===== src/rtl/bypass_scoreboard.sv =====
// bypass_scoreboard: forwarding scoreboard for an N-wide issue stage.
// Tracks in-flight writers as {valid, rdst, avail} records that move in lockstep
// with the pipeline. Resolves each issuing operand to forward / regfile / stall.
module bypass_scoreboard #(
    parameter int ISSUE_W = 2,
    parameter int NSTAGE  = 4,
    parameter int DATA_W  = 32,
    parameter int RA_W    = 5,
    parameter int AV_W    = $clog2(NSTAGE)
) (
    input  logic                             clk,
    input  logic                             resetn,
    input  logic                             adv_i,
    input  logic [NSTAGE-1:0]                flush_i,
    input  logic [ISSUE_W-1:0]               issue_valid_i,
    input  logic [ISSUE_W*RA_W-1:0]          issue_rdst_i,
    input  logic [ISSUE_W*AV_W-1:0]          issue_avail_i,
    input  logic [ISSUE_W*RA_W-1:0]          issue_ra1_i,
    input  logic [ISSUE_W*RA_W-1:0]          issue_ra2_i,
    input  logic [NSTAGE*ISSUE_W*DATA_W-1:0] stage_data_i,
    output logic [ISSUE_W-1:0]               ra1_ready_o,
    output logic [ISSUE_W-1:0]               ra2_ready_o,
    output logic [ISSUE_W-1:0]               ra1_bypass_o,
    output logic [ISSUE_W-1:0]               ra2_bypass_o,
    output logic [ISSUE_W*DATA_W-1:0]        ra1_data_o,
    output logic [ISSUE_W*DATA_W-1:0]        ra2_data_o,
    output logic [31:0]                      stall_cnt_o
);

    // Writer records, indexed [stage][slot]
    logic              r_valid [NSTAGE][ISSUE_W];
    logic [RA_W-1:0]   r_rdst  [NSTAGE][ISSUE_W];
    logic [AV_W-1:0]   r_avail [NSTAGE][ISSUE_W];
    logic [31:0]       r_stallCnt;

    // Per-operand lookup results, indexed [operand][slot]
    logic [RA_W-1:0]   w_ra     [2][ISSUE_W];
    logic              w_ready  [2][ISSUE_W];
    logic              w_bypass [2][ISSUE_W];
    logic [DATA_W-1:0] w_data   [2][ISSUE_W];
    logic              w_anyStall;

    // Unpack both source operand fields into one array so lookup is a single loop
    always_comb begin
        for (int w = 0; w < ISSUE_W; w++) begin
            w_ra[0][w] = issue_ra1_i[w*RA_W +: RA_W];
            w_ra[1][w] = issue_ra2_i[w*RA_W +: RA_W];
        end
    end

    // Operand resolution: in-group RAW first, then youngest matching record wins
    always_comb begin
        logic              raw;
        logic              hit;
        logic              hitFwd;
        logic [DATA_W-1:0] hitData;
        for (int op = 0; op < 2; op++) begin
            for (int w = 0; w < ISSUE_W; w++) begin
                raw     = 1'b0;
                hit     = 1'b0;
                hitFwd  = 1'b0;
                hitData = '0;
                for (int v = 0; v < w; v++) begin
                    if (issue_valid_i[v] && (issue_rdst_i[v*RA_W +: RA_W] == w_ra[op][w])
                        && (w_ra[op][w] != '0)) begin
                        raw = 1'b1;
                    end
                end
                // Scan oldest-to-youngest and lowest-to-highest slot so the last
                // hit written is the youngest stage, highest slot
                for (int s = NSTAGE-1; s >= 0; s--) begin
                    for (int v = 0; v < ISSUE_W; v++) begin
                        if (r_valid[s][v] && (r_rdst[s][v] == w_ra[op][w])
                            && (w_ra[op][w] != '0)) begin
                            hit     = 1'b1;
                            hitFwd  = (r_avail[s][v] <= AV_W'(s));
                            hitData = stage_data_i[(s*ISSUE_W+v)*DATA_W +: DATA_W];
                        end
                    end
                end
                w_ready[op][w]  = 1'b1;
                w_bypass[op][w] = 1'b0;
                w_data[op][w]   = '0;
                if (raw) begin
                    w_ready[op][w] = 1'b0;
                end else if (hit) begin
                    if (hitFwd) begin
                        w_bypass[op][w] = 1'b1;
                        w_data[op][w]   = hitData;
                    end else begin
                        w_ready[op][w] = 1'b0;
                    end
                end
            end
        end
    end

    // Pack lookup results onto the output ports and detect a stalling slot
    always_comb begin
        ra1_ready_o  = '0;
        ra2_ready_o  = '0;
        ra1_bypass_o = '0;
        ra2_bypass_o = '0;
        ra1_data_o   = '0;
        ra2_data_o   = '0;
        w_anyStall   = 1'b0;
        for (int w = 0; w < ISSUE_W; w++) begin
            ra1_ready_o[w]                 = w_ready[0][w];
            ra2_ready_o[w]                 = w_ready[1][w];
            ra1_bypass_o[w]                = w_bypass[0][w];
            ra2_bypass_o[w]                = w_bypass[1][w];
            ra1_data_o[w*DATA_W +: DATA_W] = w_data[0][w];
            ra2_data_o[w*DATA_W +: DATA_W] = w_data[1][w];
            if (issue_valid_i[w] && !(w_ready[0][w] && w_ready[1][w])) begin
                w_anyStall = 1'b1;
            end
        end
    end

    // Record pipeline: flush applies before advance, so a flushed record never moves
    always_ff @(posedge clk or negedge resetn) begin
        if (!resetn) begin
            for (int s = 0; s < NSTAGE; s++) begin
                for (int w = 0; w < ISSUE_W; w++) begin
                    r_valid[s][w] <= 1'b0;
                    r_rdst[s][w]  <= '0;
                    r_avail[s][w] <= '0;
                end
            end
        end else if (adv_i) begin
            for (int s = NSTAGE-1; s >= 1; s--) begin
                for (int w = 0; w < ISSUE_W; w++) begin
                    r_valid[s][w] <= r_valid[s-1][w] && !flush_i[s-1];
                    r_rdst[s][w]  <= r_rdst[s-1][w];
                    r_avail[s][w] <= r_avail[s-1][w];
                end
            end
            for (int w = 0; w < ISSUE_W; w++) begin
                r_valid[0][w] <= issue_valid_i[w] && (issue_rdst_i[w*RA_W +: RA_W] != '0)
                                 && !flush_i[0];
                r_rdst[0][w]  <= issue_rdst_i[w*RA_W +: RA_W];
                r_avail[0][w] <= issue_avail_i[w*AV_W +: AV_W];
            end
        end else begin
            for (int s = 0; s < NSTAGE; s++) begin
                for (int w = 0; w < ISSUE_W; w++) begin
                    if (flush_i[s]) begin
                        r_valid[s][w] <= 1'b0;
                    end
                end
            end
        end
    end

    // Saturating count of held cycles in which an issuing slot could not get an operand
    always_ff @(posedge clk or negedge resetn) begin
        if (!resetn) begin
            r_stallCnt <= '0;
        end else if (!adv_i && w_anyStall && (r_stallCnt != 32'hFFFF_FFFF)) begin
            r_stallCnt <= r_stallCnt + 32'd1;
        end
    end

    assign stall_cnt_o = r_stallCnt;

endmodule


===== config.mk =====
export PLATFORM = sky130hd
export DESIGN_NAME = bypass_scoreboard
export DESIGN_NICKNAME = d
export VERILOG_FILES = /design/src/rtl/bypass_scoreboard.sv
export SDC_FILE = /design/constraint.sdc
export NUM_CORES = 1
export LEC_CHECK = 0
export ABC_AREA = 1
export CORE_AREA = 2 2 241 243
export CTS_CLUSTER_SIZE = 30
export DETAILED_ROUTE_END_ITERATION = 10
export DIE_AREA = 0 0 243 245
export PLACE_DENSITY = 0.61
export SLEW_MARGIN = 10
export SYNTH_ARGS = -nofsm -noshare
export SYNTH_HDL_FRONTEND = slang
export SYNTH_SLANG_ARGS = --single-unit

===== constraint.sdc =====
create_clock -name clk -period 3.8 [get_ports clk]
set_input_delay 0.95 -clock clk [delete_from_list [all_inputs] [get_ports clk]]
set_output_delay 0.95 -clock clk [all_outputs]
set_load 0.01 [all_outputs]

==> flow_summary.json, run 1 <==
{
  "drt_iter0_drc": 3535,
  "cts_max_level": 3,
  "post_dp_cell_area_um2": 25800,
  "failed_checks": "setup timing",
  "grt_util_met1": 0.453,
  "nets": 4246,
  "hpwl_mm": 78.8,
  "timing.critical_path.slowest_stage_cell": "sky130_fd_sc_hd__nor2_1",
  "grt_start_max_net_pins": 95,
  "power_leakage_nw": 14.2,
  "path_max_fanout": 7,
  "setup_viol_count_final": 133,
  "finalCritPeriodShare": 1.10,
  "die-height_um": 245,
  "tritoncts.num_buffers": 9,
  "syn_nets": 3391,
  "timing.max_cap.violations": 0,
  "grt_most_used_layer": "met2",
  "worstPathCellList": "buf_12 > buf_8 > buf_6 > xnor2_2 > o211ai_1 > nor2_1 > nand2_2 > nand3_2 > nor2_2 > nand2_2 > nand2_2 > nor2_4 > buf_12 > buf_12 > buf_6 > o21ai_2 > a21oi_1 > buf_2",
  "post_synth_instance_area_um2": 16900,
  "data_arrival_time_of_the_worst_path_ns": 3.23,
  "track_usage": 0.358,
  "setup_total_negative_slack_ns": -33.05,
  "finalHoldViolations": 0,
  "multi_input_area_um2": 15200,
  "grt_antenna_before_repair": 29,
  "syn_avg_cell_area_um2": 5.48,
  "cp-end-kind": "output port",
  "timing.clock.skew_ns": 0.00860,
  "via_per_inst": 5.99,
  "core_region_area_um2": 57000,
  "synth_seq_cells": 92,
  "io_buffers": 466,
  "post_synth_num_cell_types": 47,
  "synthArstFlopShare": 1.00,
  "gp_routability_congestion": 1.03,
  "critical-path-max-stage-delay_ns": 0.23,
  "timing.critical_path.buf_inv": 7,
  "crit_type": "input pin to output port",
  "cp_data_required_time_ns": 2.85,
  "vias": 28400,
  "clockBufferDepth": 2,
  "worstSkewPairLatency_ns": 0.36,
  "final_routed_wirelength_across_all_metal_layers_mm": 120,
  "drv_slew": 0,
  "grt_use_met2": 0.549,
  "synth_enable_flop_cells": 0,
  "io_pins": 467,
  "ctsHoldBuffers": 0,
  "routed_wire_length_per_instance_um": 25.4,
  "clock_tree.root_cell": "sky130_fd_sc_hd__clkbuf_16",
  "layout-area-overhead-vs-synth_pct": 89.0,
  "post-route-worst-setup-slack_ns": -0.381,
  "achievable-frequency_mhz": 239,
  "fillers": 5443,
  "stdcell_area_um2": 32000,
  "critPathTopFamily": "buffers and inverters",
  "ff_latch_area_um2": 2300,
  "max_slew.worst_pin.slew_ns": 0.942,
  "die_w_um": 243,
  "via_count_of_the_first_global_routing_pass": 26100,
  "mostFrequentLayoutCells": "604 x sky130_fd_sc_hd__nand2_1, 377 x sky130_fd_sc_hd__buf_4, 359 x sky130_fd_sc_hd__inv_1, 303 x sky130_fd_sc_hd__clkdlybuf4s50_1, 274 x sky130_fd_sc_hd__o21ai_0",
  "numClockSinks": 92,
  "timing.critical_path.from_type": "input pin",
  "initial_core_util": 0.297,
  "global_route_total_overflow": 0,
  "first_pass_grt_wire_length_mm": 165,
  "finalCoreUtilization": 0.561,
  "cts.clk_slew.worst_paths_ns": 0.07,
  "ys_seq_area_frac": 0.136,
  "firstDrtPassIters": 8,
  "area_of_the_die_um2": 59500,
  "ir_worst_vdd_v": 0.000262,
  "worst_setup_slack_before_clock_tree_synthesis_ns": -1.43,
  "layout-drive-gt1-share": 0.364,
  "ys.flop_type": "sky130_fd_sc_hd__dfrtp_1",
  "number_of_standard_cells_after_synthesis": 3091,
  "status": "finished with violations",
  "layout_min_cycle_time_ns": 4.18,
  "maxSlewHeadroom": 0.372,
  "drc": 0,
  "antenna_violating_nets_post_route": 0,
  "rows": 88,
  "clock_tree_from_tritoncts": "yes",
  "synth.yosys.warnings": 0,
  "power-per-cell-area_nw_per_um2": 133,
  "grt_setup_unrepaired": "yes",
  "met3_usage": 0.0879,
  "layout_commonest_cell": "sky130_fd_sc_hd__nand2_1",
  "whs_ns": 0.481,
  "timing.hold.worst.class": "flip-flop to flip-flop"
}
## worst register-to-register path, delay by kind of cell, from the launching register on
kind | cells | cell delay (ns)
buffers and inverters | 7 | 1.20
xor gates and xnor gates | 1 | 0.15
DFF | 1 | 0.47
and+or+nand+nor | 12 | 1.10
## final cells by class
class,instances,share of cell area
flip-flops and latches,92,0.0719
multi-input cells,2335,0.475
clock buffers,10,0.00715
clock inverters,5,0.00266
inverters,411,0.0544
diodes,24,0.00188
well taps,765,0.0299
repair buffers,1097,0.357
## sequential cells by signal, summed over array words and instances (netlist names)
name / count
r_avail: 12
r_valid: 8
stall_cnt_o: 32
r_rdst: 40
## cell usage after synthesis, types with 47 or more instances
cell | n | area share
sky130_fd_sc_hd__nor2_1 | 208 | 0.046
sky130_fd_sc_hd__nor3_1 | 47 | 0.014
sky130_fd_sc_hd__o211ai_1 | 142 | 0.063
sky130_fd_sc_hd__clkbuf_1 | 172 | 0.038
sky130_fd_sc_hd__nand4_1 | 57 | 0.021
sky130_fd_sc_hd__a21oi_1 | 157 | 0.046
sky130_fd_sc_hd__o22ai_1 | 79 | 0.029
sky130_fd_sc_hd__buf_2 | 48 | 0.014
sky130_fd_sc_hd__xor2_1 | 56 | 0.029
sky130_fd_sc_hd__dfrtp_1 | 92 | 0.14
sky130_fd_sc_hd__o21ai_0 | 423 | 0.12
sky130_fd_sc_hd__nand3_1 | 212 | 0.063
sky130_fd_sc_hd__nand2_1 | 719 | 0.16
sky130_fd_sc_hd__inv_1 | 372 | 0.082
## worst paths after layout
check | from | end | slack (ns) | cells past startpoint
max | issue_ra1_i[7] | ra1_data_o[45] | -0.38 | 18
min | r_avail[10] | r_avail[10] | 0.48 | 2
max reg2reg | r_rdst[32] | stall_cnt_o[9] | 0.79 | 20
min reg2reg | r_avail[10] | r_avail[10] | 0.48 | 2
max in group asynchronous | resetn | r_rdst[17] | 2.73 | 2
min in group asynchronous | resetn | r_avail[13] | 0.62 | 2
## logic make-up (layout without fill, tap and decap cells)
kind of cell | Yosys count | count (layout) | share of synthesized area
simple gates | 1294 | 1294 | 0.328
compound gates | 967 | 967 | 0.340
buf+inv | 664 | 1523 | 0.157
flops | 92 | 92 | 0.136
xor+xnor | 73 | 73 | 0.0377
fa+ha+maj | 1 | 1 | 0.000739
other cells | 0 | 24 | 0
## metrics by stage
stage | std cells | power, mW
2_1_floorplan | 3091 | 1.81
3_3_place_gp | 4535 | 2.81
3_5_place_dp | 4535 | 2.80
4_1_cts | 4660 | 4.06
5_1_grt | 4737 | 4.45
6_report | 4739 | 4.27
## layer usage
metal | vias up | part of all wire
met5 | - | 0.00089
met2 | 2246 | 0.42
met1 | 13200 | 0.36
met3 | 657 | 0.13
li1 | 12300 | -
met4 | 16 | 0.083
## timing repair
| item | in CTS | in global routing |
|---|---|---|
| gates resized for setup | 1283 | 574 |
| setup endpoints to repair | 160 | 136 |
| pin swaps | 299 | 277 |
| cloned | 25 | 19 |
| setup buffers | 91 | 55 |
## power breakdown
part / switching [mW] / internal (mW)
clock network: 0.442 / 0.581
logic: 1.13 / 0.936
registers: 0.122 / 1.06
No activity file was read; power rests on OpenSTA's default activity.
==> run 2, diff against run 1 <==
Settings changed: PLACE_DENSITY 0.61 to 0.66, SLEW_MARGIN 10 to 20.
Clock period 3.8 ns to 4.2 ns, I/O delays scaled along.
==> flow_summary.json, run 2 (synthesis results as in run 1) <==
{
  "finalHoldViolations": 0,
  "timing.hold.worst.class": "flip-flop to flip-flop",
  "timing.max_cap.violations": 0,
  "cts.clk_slew.worst_paths_ns": 0.07,
  "ctsHoldBuffers": 0,
  "timing.critical_path.slowest_stage_cell": "sky130_fd_sc_hd__xor2_1",
  "cp_data_required_time_ns": 3.15,
  "track_usage": 0.348,
  "layout_commonest_cell": "sky130_fd_sc_hd__nand2_1",
  "routed_wire_length_per_instance_um": 24.2,
  "io_pins": 467,
  "critical-path-max-stage-delay_ns": 0.25,
  "worst-r2r-setup-slack_ns": 0.90,
  "clock_tree_from_tritoncts": "yes",
  "multi_input_area_um2": 14600,
  "cp-end-kind": "output port",
  "path_max_fanout": 7,
  "drv_slew": 0,
  "area_of_the_die_um2": 59500,
  "die-height_um": 245,
  "post_dp_cell_area_um2": 24800,
  "drc": 0,
  "layout-drive-gt1-share": 0.317,
  "io_buffers": 466,
  "crit_type": "input pin to output port",
  "ff_latch_area_um2": 2300,
  "via_count_of_the_first_global_routing_pass": 25000,
  "numClockSinks": 92,
  "vias": 26800,
  "clock_tree.root_cell": "sky130_fd_sc_hd__clkbuf_16",
  "setup_viol_count_final": 67,
  "clockBufferDepth": 2,
  "maxSlewHeadroom": 0.406,
  "setup.worst_path.end": "ra2_data_o[24]",
  "hpwl_mm": 77.2,
  "rows": 88,
  "die_w_um": 243,
  "firstDrtPassIters": 5,
  "path_common_cell": "sky130_fd_sc_hd__nand2_2",
  "grt_antenna_before_repair": 22,
  "grt_setup_unrepaired": "yes",
  "place_inst": 4422,
  "fillers": 5766,
  "timing.rr.end": "stall_cnt_o[12]",
  "cts_max_level": 3,
  "initial_core_util": 0.297,
  "r2r_start": "r_rdst[18]",
  "grt_start_max_net_pins": 95,
  "gp_routability_congestion": 0.989,
  "max_flop_register": "r_rdst",
  "core_region_area_um2": 57000,
  "timing.critical_path.buf_inv": 8,
  "tritoncts.num_buffers": 9,
  "antenna_violating_nets_post_route": 0,
  "ir_worst_vdd_v": 0.000192,
  "nets": 4096,
  "worstPathCellList": "buf_8 > buf_4 > xor2_1 > nor3_2 > buf_4 > nand2_2 > nand2_2 > nor2_1 > nand2_2 > nand2_2 > nand3_2 > nand2_2 > clkinvlp_4 > buf_12 > buf_12 > buf_16 > o311ai_4 > nor2_1 > buf_2",
  "failed_checks": "setup timing",
  "power-per-cell-area_nw_per_um2": 124,
  "timing.clock.skew_ns": 0.0102,
  "achievable-frequency_mhz": 229,
  "total_power_consumption_of_the_routed_design_mw": 3.66,
  "worstSkewPairLatency_ns": 0.36,
  "timing.critical_path.from_type": "input pin",
  "setup.worst_path.start": "issue_ra2_i[4]",
  "first_pass_grt_wire_length_mm": 160,
  "global_route_total_overflow": 0,
  "layout_min_cycle_time_ns": 4.36,
  "stdcell_area_um2": 29400,
  "data_arrival_time_of_the_worst_path_ns": 3.31,
  "post-route-worst-setup-slack_ns": -0.159,
  "drt_iter0_drc": 3263,
  "max_slew.worst_pin.slew_ns": 0.891,
  "finalCritPeriodShare": 1.04,
  "status": "finished with violations",
  "setup_total_negative_slack_ns": -4.39,
  "whs_ns": 0.474,
  "via_per_inst": 5.84,
  "number_of_logic_stages_on_the_critical_path_including_buffering": 19,
  "cell_count_of_the_worst_reg_to_reg_path": 26,
  "final_routed_wirelength_across_all_metal_layers_mm": 111,
  "finalNonFillerCells": 4587,
  "flip_flop_count_of_the_largest_register_after_layout": 40,
  "power_leakage_nw": 12.8,
  "layout-area-overhead-vs-synth_pct": 73.7,
  "critPathTopFamily": "buffers and inverters",
  "mostFrequentLayoutCells": "621 x sky130_fd_sc_hd__nand2_1, 360 x sky130_fd_sc_hd__inv_1, 304 x sky130_fd_sc_hd__clkdlybuf4s50_1, 293 x sky130_fd_sc_hd__buf_4, 271 x sky130_fd_sc_hd__o21ai_0"
}
[run 2: changes by cell type in the layout (fill, tap and decap cells not counted), moves of 15 or more]
cell | before | now
sky130_fd_sc_hd__nand3_2 | 57 | 34
sky130_fd_sc_hd__nand2_1 | 604 | 621
sky130_fd_sc_hd__nand3_1 | 154 | 178
sky130_fd_sc_hd__buf_6 | 133 | 98
sky130_fd_sc_hd__buf_12 | 101 | 83
sky130_fd_sc_hd__buf_4 | 377 | 293
sky130_fd_sc_hd__nand2_4 | 39 | 20
sky130_fd_sc_hd__o22ai_1 | 46 | 61
sky130_fd_sc_hd__o22ai_2 | 33 | 18
[run 2: worst min path at each step]
| stage | end | from | slack [ns] | cells past startpoint |
|---|---|---|---|---|
| after CTS | r_avail[10] | r_avail[10] | 0.48 | 2 |
| after global placement | r_avail[8] | r_avail[8] | 0.45 | 2 |
| after floorplan | r_avail[10] | r_avail[10] | 0.44 | 2 |
| after detailed placement | r_avail[10] | r_avail[10] | 0.46 | 2 |
| final | r_avail[10] | r_avail[10] | 0.47 | 2 |
| after global routing | r_avail[8] | r_avail[8] | 0.50 | 2 |
[run 2: worst min-delay path: stages, from the launching register on]
cell                      delay [ns]
sky130_fd_sc_hd__dfrtp_1        0.35
sky130_fd_sc_hd__nand2_1        0.05
sky130_fd_sc_hd__nand2_1        0.05
[run 2: layout make-up]
class / count / share of cell area
Inverter: 411 / 0.0575
Sequential cell: 92 / 0.0783
Clock buffer: 11 / 0.00791
Multi-Input combinational cell: 2335 / 0.496
Timing Repair Buffer: 947 / 0.323
Antenna cell: 21 / 0.00179
Tap cell: 765 / 0.0325
Clock inverter: 5 / 0.00281
[run 2: power by group]
| part | switching (mW) | internal, mW |
|---|---|---|
| logic | 0.915 | 0.729 |
| clock network | 0.388 | 0.526 |
| registers | 0.145 | 0.957 |
| total | 1.45 | 2.21 |
[run 2: repair_timing]
action,in CTS,in global routing
setup buffers,87,44
cloned,17,5
resized for setup,1122,523
pin swaps,224,302
setup endpoints to repair,136,134
endpoints found under the hold margin,0,0
[run 2: layer usage]
layer | track usage | up-vias | wire length [um]
met5 | 0 | - | 47
met4 | 0.190 | 8 | 7480
met3 | 0.0749 | 441 | 12300
met2 | 0.544 | 1843 | 48100
met1 | 0.447 | 12500 | 43000
li1 | - | 12000 | -
[run 2: per-stage QoR]
step,utilization,worst slack (ns)
2_1_floorplan,-,0.306
3_3_place_gp,0.435,-1.15
3_5_place_dp,0.435,-1.16
4_1_cts,0.480,-0.146
5_1_grt,0.516,-0.222
6_report,0.516,-0.159
